`src/rtl/lsfr_rng_arbiter.sv`:
```
// lsfr_rng_arbiter: seeds and warms one LSFR, then shares its samples round-robin; RNG_ZERO_LOCK_RECOVER_EN adds lock recovery
module lsfr_rng_arbiter #(
  parameter int S_WIDTH = 8,
  parameter int N_REQ = 4,
  parameter int WARMUP = 2,
  parameter logic [S_WIDTH-1:0] ZERO_SUB_SEED = 8'hA5
) (
  input  logic               clk,
  input  logic               rst_n,
  input  logic [S_WIDTH-1:0] seed_i,
  input  logic               seed_valid_i,
  input  logic [N_REQ-1:0]   req_i,
  output logic [N_REQ-1:0]   gnt_o,
  output logic [S_WIDTH-1:0] rnd_o,
  output logic               rnd_valid_o,
  output logic               ready_o,
  output logic [S_WIDTH-1:0] lfsr_seed_o,
  output logic               lfsr_in_valid_o,
  input  logic [S_WIDTH-1:0] lfsr_num_i
);
  localparam int PW = $clog2(N_REQ);
  typedef enum logic [1:0] {IDLE, LOAD, WARM, SERVE} state_t;
  state_t state;
  logic [S_WIDTH-1:0] seed_q, new_seed;
  logic [PW-1:0] rr_ptr, pick, idx;
  logic [3:0] warm_cnt;
  logic [N_REQ-1:0] elig;
  logic hit, lock, reseed;
`ifdef RNG_ZERO_LOCK_RECOVER_EN
  logic lock_seen;
  assign lock = (state == SERVE) && (lfsr_num_i == '0);
`else
  assign lock = 1'b0;
`endif
  assign reseed = seed_valid_i || lock;
  assign elig = req_i & ~gnt_o;
  // Next seed: external strobe wins over lock recovery; a zero seed would lock the LSFR, so substitute
  always_comb begin
    new_seed = seed_valid_i ? seed_i : seed_q ^ ZERO_SUB_SEED;
    new_seed = (new_seed == '0) ? ZERO_SUB_SEED : new_seed;
  end
  // Round-robin pick: scan downward in offset so the smallest offset from rr_ptr is the one kept
  always_comb begin
    pick = '0;
    idx = '0;
    hit = 1'b0;
    for (int i = N_REQ - 1; i >= 0; i--) begin
      idx = PW'((int'(rr_ptr) + i) % N_REQ);
      if (elig[idx]) begin
        pick = idx;
        hit = 1'b1;
      end
    end
  end
  // Sequencer and arbiter; every output is registered
  always_ff @(posedge clk or negedge rst_n) begin
    if (!rst_n) begin
      state <= IDLE;
      seed_q <= '0;
      rr_ptr <= '0;
      warm_cnt <= '0;
      gnt_o <= '0;
      rnd_o <= '0;
      rnd_valid_o <= 1'b0;
      ready_o <= 1'b0;
      lfsr_seed_o <= '0;
      lfsr_in_valid_o <= 1'b0;
`ifdef RNG_ZERO_LOCK_RECOVER_EN
      lock_seen <= 1'b0;
`endif
    end else begin
      lfsr_in_valid_o <= 1'b0;
      gnt_o <= '0;
      rnd_valid_o <= 1'b0;
      if (reseed) begin
        seed_q <= new_seed;
        lfsr_seed_o <= new_seed;
        lfsr_in_valid_o <= 1'b1;
        ready_o <= 1'b0;
        state <= LOAD;
`ifdef RNG_ZERO_LOCK_RECOVER_EN
        if (!seed_valid_i) lock_seen <= 1'b1;
`endif
      end else begin
        case (state)
          LOAD: begin
            state <= WARM;
            warm_cnt <= '0;
          end
          WARM: begin
            warm_cnt <= warm_cnt + 1'b1;
            if (warm_cnt == 4'(WARMUP - 1)) begin
              state <= SERVE;
              ready_o <= 1'b1;
            end
          end
          SERVE: if (hit) begin
            gnt_o <= N_REQ'(1) << pick;
            rnd_valid_o <= 1'b1;
            rnd_o <= lfsr_num_i;
            rr_ptr <= (pick == PW'(N_REQ - 1)) ? '0 : pick + 1'b1;
          end
          default: ;
        endcase
      end
    end
  end
endmodule

```
`config.mk`:
```
export PLATFORM = sky130hd
export DESIGN_NAME = lsfr_rng_arbiter
export DESIGN_NICKNAME = d
export VERILOG_FILES = /design/src/rtl/lsfr_rng_arbiter.sv
export SDC_FILE = /design/constraint.sdc
export NUM_CORES = 1
export LEC_CHECK = 0
export BUFFER_PORTS_ARGS = -buffer_cell sky130_fd_sc_hd__buf_2
export CAP_MARGIN = 20
export CELL_PAD_IN_SITES_DETAIL_PLACEMENT = 1
export CELL_PAD_IN_SITES_GLOBAL_PLACEMENT = 2
export CORE_UTILIZATION = 29
export DETAILED_ROUTE_END_ITERATION = 7
export PLACE_DENSITY = 0.84
export SLEW_MARGIN = 10
export SYNTH_ARGS = -nofsm -noshare
export SYNTH_HDL_FRONTEND = slang
export SYNTH_SLANG_ARGS = --single-unit
```
`constraint.sdc`:
```
create_clock -name clk -period 1.7 [get_ports clk]
set_input_delay 0.255 -clock clk [delete_from_list [all_inputs] [get_ports clk]]
set_output_delay 0.255 -clock clk [all_outputs]
set_load 0.005 [all_outputs]
```
Yosys cells after proc, flatten, opt, wreduce, memory -nomap -nowiden:

Index checks and enable logic that the tools add are counted.
Widths: inputs -> output; s select.

* bits in registers: 31
* bits of input ports: 23
* output and inout port bits: 23
* word-level logic and storage cells: 71

* $add $sub $neg: 5
* magnitude comparators: 4
* equality and inequality tests: 6
* shift-type cells: 1
* muxes and demuxes: 33
* bitwise operators: 4
* reductions and logical operators: 9

Operator list (number)
* $mux 8: 2
* $mux 1: 15
* $mux 2: 7
* $lt 2x3->1 const B: 4
* $mux 4: 3
* $bmux 1 s2: 4
* $logic_not 8->1: 1
* $not 4->4: 2
* $pmux 4 s2: 1
* $eq 2x2->1 const B: 3
* $reduce_and 2->1: 3
* $reduce_bool 2->1: 3
* $add 2x1->2 const B: 2
* $add 2x2->2 const B: 2
* $add 4x1->4 const B: 1
* $and 4x4->4: 1
* $eq 4x1->1 const B: 1
* $pmux 2 s2: 1
* $shl 1x2->4 const A: 1
* $ne 3x3->1 const B: 1
* $reduce_and 3->1: 1
* $reduce_bool 3->1: 1
* $eq 2x1->1 const B: 1
* $not 1->1: 1

Depth between registers and ports, before layout:

Gate-level depths: netlist (run 1).

* depth after elaboration: 12
* depth in mapped cells: 7

Worst setup path before layout (run 1):

No wires, ideal clock.

* kind: register to register
* from: register rr_ptr[1]
* to: register rr_ptr[1]
* setup time: 0.127 ns
* data arrival time: 1.532 ns
* data required time: 1.573 ns
* setup slack: 0.040 ns
* cell stages (with the launch flop): 7
* clock period less this slack: 1.660 ns
* path through: dfrtp_1 > and3b_1 > o21ai_0 > a21oi_1 > o21ba_2 > ha_1 > mux2_1

* longest elaborated chain between the ends: 9
* elaborated cells on any way between the ends: 23
* those cells by class: add/sub (4); eq/ne (1); mux (17); reduce/logical (1)

Ends and longest elaborated chain
* start: declaration: line 25 `logic [PW-1:0] rr_ptr, pick, idx;`
* start signal: assignment: line 101 `rr_ptr <= (pick == PW'(N_REQ - 1)) ? '0 : pick + 1'b1;`
* $add 2x2->2: line 48 `idx = PW'((int'(rr_ptr) + i) % N_REQ);`
* $bmux 1 s2: line 49 `if (elig[idx]) begin`
* $mux 1 (not written as such): line 49
* $mux 2 (4 in a row): line 49
* $add 2x1->2 or $eq 2x2->1 (tied branches): line 101
* $mux 2: line 101

Parallel ways exist; a longest one is shown, timed or not. The select of a mux whose other input is x is not followed.
A chain may end at the register's enable or synchronous reset.

Worst setup path after layout (run 1):

* from: register gnt_o[0]
* to: register rr_ptr[1]

* longest elaborated chain between the ends: 10
* elaborated cells on any way between the ends: 22
* those cells by class: add/sub (1); eq/ne (1); mux (17); bitwise (2); reduce/logical (1)

Ends and longest elaborated chain
* start: declaration: line 13 `output logic [N_REQ-1:0] gnt_o,`
* start signal: assignment: line 98 `gnt_o <= N_REQ'(1) << pick;`
* $not 4->4 *: line 36 `assign elig = req_i & ~gnt_o;`
* $and 4x4->4 *: line 36
* $bmux 1 s2: line 49
* $mux 1 (not written as such): line 49
* $mux 2 (4 in a row): line 49
* $add 2x1->2 or $eq 2x2->1 (tied branches): line 101
* $mux 2: line 101

Mark *: on every way between the ends. The rest lies on a longest branch, timed or not. The select of a mux whose other input is x is not followed.

==> impl_metrics.py, run 1 <==
metrics = {
    "pwr": {
        "ir_drop_mv": 0.445,
        "power_density_nw_per_um2": 1280,
        "p_leak_nw": 0.987,
        "power_mw": 2.56,
    },
    "synth": {
        "syn_area_sq_um": 1450,
        "yosys.cell_types.count": 32,
        "synth_area_leader_cell": "dfrtp_1",
        "ys_seq_elements": 31,
        "synth_nets": 146,
        "avgSynthCellArea_sq_um": 12.8,
        "yosysSeqAreaShare_pct": 53.4,
        "synth.top_cell.area_share_pct": 53.4,
        "yosysWarnings": 0,
        "synthTopCellsByArea": "dfrtp_1 (53%), ha_1 (7.7%), mux2_2 (4.6%)",
        "syn-instance-count": 114,
    },
    "floorplan": {
        "die_h_microns": 72.8,
        "die_w_microns": 72.8,
        "core_area_sq_um": 4790,
        "die-area_sq_um": 5300,
        "initial_core_util_pct": 30.4,
        "io_pins": 46,
        "std_cell_rows": 25,
    },
    "layout": {
        "regArea_sq_um": 776,
        "nNetsFinal": 203,
        "diodes": 0,
        "num-fill-cells": 524,
        "finalInstanceArea_sq_um": 2000,
        "drive_gt1_share_pct": 50.6,
        "area_delta_synth_final_pct": 37.3,
        "multi_input_area_sq_um": 696,
    },
    "global_routing": {
        "grt_pass1_vias": 1152,
        "grt_overflow": 0,
        "grt_max_degree": 32,
        "grt_usage_pct": 14.1,
        "antenna_found_initial": 0,
        "grt_pass1_wl_microns": 5440,
    },
    "detailed_routing": {
        "drc": 0,
        "wl_per_cell_microns": 14.4,
        "drt_iter0_drc": 24,
        "ant_nets": 0,
        "routed_via_density": 4.52,
        "vias": 1081,
        "wl_microns": 3450,
        "dr.pass1.iters": 2,
    },
    "timing": {
        "worst_slack_ns": -0.00982,
        "relSlewSlack_pct": 53.0,
        "hold_viol_final": 0,
        "tightest_slew_ns": 0.705,
        "period_needed_ns": 1.71,
        "setup_viol": 1,
        "setup_tns_ns": -0.00982,
        "fmax_ghz": 0.585,
        "fin_crit_sh_pct": 101,
        "rsz0062_at_grt": "true",
        "maxSlewViolCount": 0,
        "skew_ns": 0.00563,
    },
    "setup_path": {
        "cp.arrival_ns": 1.89,
        "crit_end": "rr_ptr[1]$_DFFE_PN0P_",
        "reg2regPathDepth": 6,
        "critical_path_required_ns": 1.88,
        "worstSetupPathType": "flop to flop",
        "rrSetupSlack_ns": -0.01,
        "cp_max_fo": 3,
        "reg2reg_to": "rr_ptr[1]$_DFFE_PN0P_",
        "cp-end-kind": "flop",
        "rr_startpoint": "gnt_o[0]$_DFF_PN0_",
        "crit_start": "gnt_o[0]$_DFF_PN0_",
        "start_kind": "flop",
    },
    "placed_design": {
        "gp_routability_congestion": 0.712,
        "dp_hpwl_microns": 2480,
        "io_buffer_count": 45,
        "dpl_cell_area_sq_um": 1780,
        "place_ws_ns": -0.0676,
    },
    "outcome": {
        "status": "finished, violations left",
        "violations": "setup timing",
    },
    "clock_tree": {
        "clockRootBuffer": "clkbuf_8",
        "tritoncts": "yes",
        "clockBufferDepth": 2,
        "numCtsBuffers": 5,
        "clk_latency_ns": 0.29,
        "path_clk_slew_ns": 0.07,
        "htreeDepth": 2,
        "cts.sinks": 31,
        "holdBufCountCts": 0,
    },
    "worst_hold_path": {
        "worstHoldPathType": "input port to asynchronous set/reset pin",
    },
    "job": {
        "max_cap_viol_count": 0,
    },
}
==> registers in the layout, summed over array words and instances (netlist names) <==
signal,count
rnd_o,8
seed_q,8
gnt_o,4
warm_cnt,4
rr_ptr,2
state,2
lfsr_in_valid_o,1
ready_o,1
rnd_valid_o,1
==> synth_stat cells, drive strengths merged <==
library cell,instances
inv,5
nand3,1
nor2,6
and2,4
o21bai,3
o22a,4
o41a,1
a21oi,3
nand2b,3
a22o,2
o21ba,1
or2,1
nand3b,1
nor4bb,1
o21ai,4
nand2,2
ha,9
or4,2
o211a,1
mux2,14
mux2i,1
nor3,2
and3b,1
clkbuf,2
dfrtp,31
a21o,1
nor2b,6
buf,2
==> worst min-delay path by stage <==
stage | from | end | slack [ns]
after floorplan | rst_n | gnt_o[0]$_DFF_PN0_ | -0.04
after detailed placement | rst_n | seed_q[3]$_DFFE_PN0P_ | 0.35
after global routing | rst_n | warm_cnt[1]$_DFFE_PN0P_ | 0.06
after CTS | rst_n | warm_cnt[3]$_DFFE_PN0P_ | 0.03
after global placement | rst_n | seed_q[3]$_DFFE_PN0P_ | 0.33
final | rst_n | lfsr_in_valid_o$_DFF_PN0_ | 0.01
==> metrics by stage <==
stage	hold slack, ns	instances	utilization (%)
after floorplan	-0.0406	114	-
after global placement	0.327	228	37.2
after detailed placement	0.351	228	37.2
after CTS	0.0331	237	40.3
after global routing	0.0552	239	41.7
final	0.0140	239	41.7
==> placed cells by master (no fill, tap or decap), drive strengths merged, types with 2 or more instances in the layout <==
cell type  netlist  layout
inv              5       5
and2             4       4
nor3             2       2
a22o             2       2
nand2b           3       3
dfrtp           31      31
mux2            14      14
nor2b            6       6
or4              2       2
o21ai            4       4
a21oi            3       3
clkbuf           2       6
o22a             4       4
buf              2      54
nand2            2       2
o21bai           3       3
ha               9       9
nor2             6       6
==> where the power goes <==
group          internal [mW]  leakage, nW  switching, mW
Clock                  0.474       0.0612          0.281
Sequential             0.902        0.382          0.106
Combinational          0.441        0.544          0.353
==> worst max-delay path: stages (launching register included) <==
cell     delay (ns)
dfrtp_1        0.39
and3b_2        0.28
o21ai_2        0.06
a21oi_2        0.18
o21ba_4        0.20
ha_4           0.23
mux2_4         0.25
==> routing by layer <==
metal | vias to the layer above | share of wire [%] | GRT usage [%]
met5 | - | 0 | 0
met4 | 0 | 1.9 | 5.88
met3 | 8 | 4.6 | 4.97
met2 | 27 | 54 | 25.4
met1 | 536 | 39 | 14.8
li1 | 510 | - | -
==> cells by family (layout without fill, tap and decap cells) <==
family / count (synthesis) / in the layout / synth area share [%]
flops: 31 / 31 / 53.4
simple gates: 30 / 30 / 13.0
compound gates: 20 / 20 / 10.2
mux: 15 / 15 / 12.3
fa+ha+maj: 9 / 9 / 7.75
buf+inv: 9 / 67 / 3.36
==> repair_timing <==
action,CTS,global route
gates resized for setup,5,15
gates cloned,0,0
pin swaps,2,5
buffers inserted,1,2
setup endpoints to repair,1,8
==> final cells by class <==
type | count | share of cell area (%)
Sequential cell | 31 | 38.8
Multi-Input combinational cell | 74 | 34.8
Timing Repair Buffer | 54 | 15.0
Tap cell | 67 | 4.20
Clock buffer | 6 | 4.14
Clock inverter | 2 | 1.75
Inverter | 5 | 1.19
No activity file was read; power rests on OpenSTA's default activity.
==> inputs of run 2 (changes only) <==
--- a/config.mk
+++ b/config.mk
@@ -9,9 +9,11 @@
 export CAP_MARGIN = 20
 export CELL_PAD_IN_SITES_DETAIL_PLACEMENT = 1
 export CELL_PAD_IN_SITES_GLOBAL_PLACEMENT = 2
-export CORE_UTILIZATION = 29
+export CORE_ASPECT_RATIO = 0.5
+export CORE_UTILIZATION = 32
 export DETAILED_ROUTE_END_ITERATION = 7
-export PLACE_DENSITY = 0.84
+export GPL_TIMING_DRIVEN = 0
+export PLACE_DENSITY = 0.87
 export SLEW_MARGIN = 10
 export SYNTH_ARGS = -nofsm -noshare
 export SYNTH_HDL_FRONTEND = slang
==> constraint.sdc (replaced) <==
create_clock -name clk -period 1.95 [get_ports clk]
set_input_delay 0.2925 -clock clk [delete_from_list [all_inputs] [get_ports clk]]
set_output_delay 0.2925 -clock clk [all_outputs]
set_load 0.005 [all_outputs]
==> impl_metrics.py, run 2 (same netlist as run 1, synthesis figures left out) <==
metrics = {
    "outcome": {
        "status": "finished, final reports clean",
    },
    "layout": {
        "drive_gt1_share_pct": 40.7,
        "fin_cells": 221,
        "most-common-layout-cells": "buf_2 (45), dfrtp_1 (31), ha_1 (9)",
        "final_common_cell": "buf_2",
        "diodes": 0,
        "nNetsFinal": 198,
        "top_regs": "rnd_o: 8 flops, seed_q: 8 flops",
        "regArea_sq_um": 776,
        "multi_input_area_sq_um": 629,
        "num-fill-cells": 463,
        "area_delta_synth_final_pct": 28.2,
    },
    "floorplan": {
        "std_cell_rows": 16,
        "initial_core_util_pct": 35.3,
        "die-area_sq_um": 4830,
        "die_w_microns": 97.3,
        "core_area_sq_um": 4120,
        "io_pins": 46,
        "die_h_microns": 49.7,
    },
    "timing": {
        "tightest_slew_ns": 0.692,
        "fin_crit_sh_pct": 93.2,
        "period_needed_ns": 1.82,
        "skew_ns": 0.00510,
        "maxSlewViolCount": 0,
        "setup_tns_ns": 0,
        "relSlewSlack_pct": 53.9,
        "rsz0062_at_grt": "false",
        "hold_viol_final": 0,
        "setup_viol": 0,
        "fmax_ghz": 0.550,
    },
    "global_routing": {
        "grt_overflow": 0,
        "grt_pass1_vias": 1116,
        "grt_usage_pct": 14.2,
        "antenna_found_initial": 0,
        "grt_max_degree": 32,
        "grt_pass1_wl_microns": 5350,
    },
    "detailed_routing": {
        "ant_nets": 0,
        "drt_iter0_drc": 14,
        "wl_per_cell_microns": 13.5,
        "drc": 0,
        "wl_microns": 2980,
        "routed_via_density": 4.72,
        "vias": 1043,
        "dr.pass1.iters": 3,
    },
    "clock_tree": {
        "clockRootBuffer": "clkbuf_8",
        "numCtsBuffers": 5,
        "tritoncts": "yes",
        "clockBufferDepth": 2,
        "path_clk_slew_ns": 0.07,
        "cts_resized": 0,
        "htreeDepth": 2,
        "cts.sinks": 31,
        "post_cts_buffers": 0,
        "clk_latency_ns": 0.28,
        "holdBufCountCts": 0,
    },
    "pwr": {
        "power_density_nw_per_um2": 1090,
        "ir_drop_mv": 0.282,
        "intPower_mw": 1.48,
        "p_clk_share_pct": 31.8,
        "seqPwrFrac_pct": 43.4,
        "pwr-share-comb_pct": 24.8,
        "p_leak_nw": 0.943,
        "switching_power_uw": 552,
        "netSwitchingFraction_pct": 27.1,
    },
    "worst_hold_path": {
        "worstHoldPathType": "input port to asynchronous set/reset pin",
    },
    "setup_path": {
        "cp_slowest_cell": "dfrtp_1",
        "worstPathBufferInverterCount": 0,
        "critical_path_required_ns": 2.11,
        "cp_max_fo": 6,
        "worstSetupPathType": "flop to flop",
        "cp-end-kind": "flop",
        "path_cells": "and3b_1 > o21ai_0 > a21oi_1 > o21ba_2 > ha_1 > mux2_1",
        "start_kind": "flop",
        "critPathTopFamily": "compound AO/OA/AOI/OAI gates",
        "slowest_delay_ns": 0.45,
        "cp.arrival_ns": 1.98,
    },
    "placed_design": {
        "gp_routability_congestion": 0.710,
        "io_buffer_count": 45,
        "dp_hpwl_microns": 2210,
        "post-place-cells": 213,
    },
    "job": {
        "max_cap_viol_count": 0,
    },
}
-- run 2: path summary, 6_finish.rpt --
check | from | to | slack, ns | cells past startpoint
max | rr_ptr[1]$_DFFE_PN0P_ | rr_ptr[1]$_DFFE_PN0P_ | 0.13 | 6
min | rst_n | warm_cnt[0]$_DFFE_PN0P_ | 0.06 | 1
max reg2reg | rr_ptr[1]$_DFFE_PN0P_ | rr_ptr[1]$_DFFE_PN0P_ | 0.13 | 6
min reg2reg | rnd_o[6]$_DFFE_PN0P_ | rnd_o[6]$_DFFE_PN0P_ | 0.48 | 1
max in group asynchronous | rst_n | gnt_o[1]$_DFF_PN0_ | 1.45 | 1
min in group clk | seed_valid_i | lfsr_in_valid_o$_DFF_PN0_ | 0.20 | 1
-- run 2: metal layers --
| layer | track usage [%] | part of all wire (%) |
|---|---|---|
| met2 | 25.0 | 51 |
| met5 | 0 | 0 |
| met1 | 16.0 | 44 |
| met4 | 6.62 | 0.77 |
| met3 | 4.40 | 4.0 |
-- run 2: power groups by stage --
stage	registers, mW	logic [mW]	clock network [mW]
after floorplan	0.892	0.291	0
after global routing	0.906	0.572	0.686
after global placement	0.887	0.492	0
final	0.883	0.504	0.647
after detailed placement	0.894	0.511	0
after CTS	0.886	0.515	0.662
-- run 2: layout make-up --
class / instances / share of cell area (%)
sequential: 31 / 41.6
clock buffer: 6 / 4.43
timing repair buffer: 45 / 12.1
tap: 54 / 3.62
multi-input combinational: 74 / 33.8
buffer: 4 / 1.61
inverter: 5 / 1.01
clock inverter: 2 / 1.88
-- run 2: worst register-to-register path, cell delays in order (launching register included) --
cell	delay (ns)
dfrtp_1	0.45
and3b_1	0.22
o21ai_0	0.15
a21oi_1	0.11
o21ba_2	0.27
ha_1	0.22
mux2_1	0.29
-- run 2: per-stage QoR --
step | total power, mW | hold WS [ns] | instance area, sq um | util, % | setup slack [ns]
detailed placement | 1.40 | 0.381 | 1750 | 42.4 | 0.134
floorplan | 1.18 | -0.00309 | 1450 | - | 0.290
global route | 2.16 | 0.115 | 1860 | 45.2 | 0.0246
finish | 2.03 | 0.0552 | 1860 | 45.2 | 0.132
CTS | 2.06 | 0.0768 | 1860 | 45.2 | 0.122
global placement | 1.38 | 0.377 | 1750 | 42.4 | 0.193
==> inputs of run 3 (changes only) <==
--- a/config.mk
+++ b/config.mk
@@ -9,7 +9,7 @@
 export CAP_MARGIN = 20
 export CELL_PAD_IN_SITES_DETAIL_PLACEMENT = 1
 export CELL_PAD_IN_SITES_GLOBAL_PLACEMENT = 2
-export CORE_ASPECT_RATIO = 0.5
+export CORE_ASPECT_RATIO = 0.8
 export CORE_UTILIZATION = 32
 export DETAILED_ROUTE_END_ITERATION = 7
 export GPL_TIMING_DRIVEN = 0
==> impl_metrics.py, run 3 (same netlist as run 1, synthesis figures left out) <==
metrics = {
    "pwr": {
        "power_density_nw_per_um2": 1020,
        "power_mw": 1.87,
        "p_leak_nw": 0.923,
        "ir_drop_mv": 0.539,
    },
    "timing": {
        "skew_ns": 0.00469,
        "period_needed_ns": 1.80,
        "fmax_ghz": 0.555,
        "setup_viol": 0,
        "setup_tns_ns": 0,
        "maxSlewViolCount": 0,
        "relSlewSlack_pct": 54.4,
        "tightest_slew_ns": 0.684,
        "hold_viol_final": 0,
        "rsz0062_at_grt": "false",
        "fin_crit_sh_pct": 92.3,
    },
    "setup_path": {
        "start_kind": "flop",
        "rr_startpoint": "rr_ptr[1]$_DFFE_PN0P_",
        "path_cells": "and3b_1 > o21ai_0 > a21oi_1 > o21ba_2 > ha_1 > mux2_1",
        "critical_path_required_ns": 2.11,
        "cp.arrival_ns": 1.96,
        "worstSetupPathType": "flop to flop",
        "reg2regPathDepth": 6,
        "cp-end-kind": "flop",
        "slowest_delay_ns": 0.45,
        "rrSetupSlack_ns": 0.15,
        "reg2reg_to": "rr_ptr[1]$_DFFE_PN0P_",
        "cp_max_fo": 6,
        "cp_slowest_cell": "dfrtp_2",
    },
    "clock_tree": {
        "holdBufCountCts": 0,
        "clockRootBuffer": "clkbuf_8",
        "clockBufferDepth": 2,
        "path_clk_slew_ns": 0.06,
        "cts.sinks": 31,
        "numCtsBuffers": 5,
        "htreeDepth": 2,
        "clk_latency_ns": 0.28,
        "post_cts_buffers": 0,
        "tritoncts": "yes",
    },
    "floorplan": {
        "std_cell_rows": 21,
        "die_h_microns": 62.3,
        "io_pins": 46,
        "die_w_microns": 77.4,
        "core_area_sq_um": 4280,
        "initial_core_util_pct": 33.9,
        "die-area_sq_um": 4820,
    },
    "job": {
        "max_cap_viol_count": 0,
    },
    "detailed_routing": {
        "wl_per_cell_microns": 13.9,
        "drc": 0,
        "dr.pass1.iters": 3,
        "ant_nets": 0,
        "wl_microns": 3120,
        "vias": 1031,
        "routed_via_density": 4.60,
        "drt_iter0_drc": 37,
    },
    "layout": {
        "num-fill-cells": 479,
        "regArea_sq_um": 777,
        "drive_gt1_share_pct": 40.1,
        "most-common-layout-cells": "buf_2 (45), dfrtp_1 (30), ha_1 (9), mux2_2 (6), nor2_1 (6)",
        "top_regs": "rnd_o: 8 flops, seed_q: 8 flops",
        "diodes": 0,
        "final_common_cell": "buf_2",
        "multi_input_area_sq_um": 629,
        "area_delta_synth_final_pct": 26.1,
        "nNetsFinal": 198,
    },
    "outcome": {
        "status": "finished, final reports clean",
    },
    "global_routing": {
        "grt_pass1_wl_microns": 5490,
        "grt_usage_pct": 15.1,
        "grt_max_degree": 32,
        "antenna_found_initial": 0,
        "grt_overflow": 0,
        "grt_pass1_vias": 1169,
    },
    "placed_design": {
        "dp_hpwl_microns": 2480,
        "io_buffer_count": 45,
        "gp_routability_congestion": 0.739,
    },
    "worst_hold_path": {
        "worstHoldPathType": "input port to asynchronous set/reset pin",
    },
}
==> run 3: cell types whose count changed in the layout (fill, tap and decap cells not counted), sizes merged <==
cell and change:
bufinv -1, clkbuf +1
==> run 3: cell type report <==
type,count,area share (%)
Sequential cell,31,42.4
Multi-Input combinational cell,74,34.3
Timing Repair Buffer,45,12.3
Clock buffer,7,4.16
Tap cell,57,3.89
Buffer,4,1.64
Inverter,5,1.02
Clock inverter,1,0.273
==> run 3: worst max-delay path by stage <==
stage	slack, ns	end	startpoint
6_report	0.15	rr_ptr[1]$_DFFE_PN0P_	rr_ptr[1]$_DFFE_PN0P_
5_1_grt	0.05	rr_ptr[1]$_DFFE_PN0P_	rr_ptr[1]$_DFFE_PN0P_
4_1_cts	0.1	rr_ptr[1]$_DFFE_PN0P_	rr_ptr[1]$_DFFE_PN0P_
3_5_place_dp	0.11	rr_ptr[1]$_DFFE_PN0P_	rr_ptr[1]$_DFFE_PN0P_
3_3_place_gp	0.18	rr_ptr[1]$_DFFE_PN0P_	rr_ptr[1]$_DFFE_PN0P_
2_1_floorplan	0.29	rr_ptr[1]$_DFFE_PN0P_	rr_ptr[1]$_DFFE_PN0P_
==> run 3: metrics by stage <==
step | hold WS, ns | setup slack [ns] | util, % | cells | instance area (sq um)
4_1_cts | 0.0758 | 0.0975 | 42.8 | 224 | 1830
2_1_floorplan | -0.00309 | 0.290 | - | 114 | 1450
6_report | 0.0528 | 0.149 | 42.8 | 224 | 1830
3_5_place_dp | 0.380 | 0.106 | 40.9 | 216 | 1750
5_1_grt | 0.0998 | 0.0511 | 42.8 | 224 | 1830
3_3_place_gp | 0.361 | 0.183 | 40.9 | 216 | 1750
==> run 3: where the power goes <==
part           leakage, nW  internal (mW)  switching [mW]  total (mW)
clock               0.0422          0.250           0.223       0.473
sequential           0.381          0.789           0.104       0.892
combinational        0.501          0.283           0.225       0.507
total                0.923           1.32           0.551        1.87
==> run 3: what timing repair did <==
action                                  4_1_cts  5_1_grt
gates resized for setup                       0        1
endpoints found under the hold margin         0        0
endpoints found under the setup margin        0        1
==> run 3: worst max-delay path, delay by kind of cell, from the launching register on <==
family	cells	cell delay, ns
muxes	1	0.29
adders and majority gates	1	0.22
AOI/OAI and AO/OA	3	0.52
and+or+nand+nor	1	0.20
DFF	1	0.45
==> run 3: routing by layer <==
layer  track usage [%]  wire, microns
met5                 0              0
met1              17.8           1430
met3              5.15            143
met4              4.95             40
met2              25.4           1510
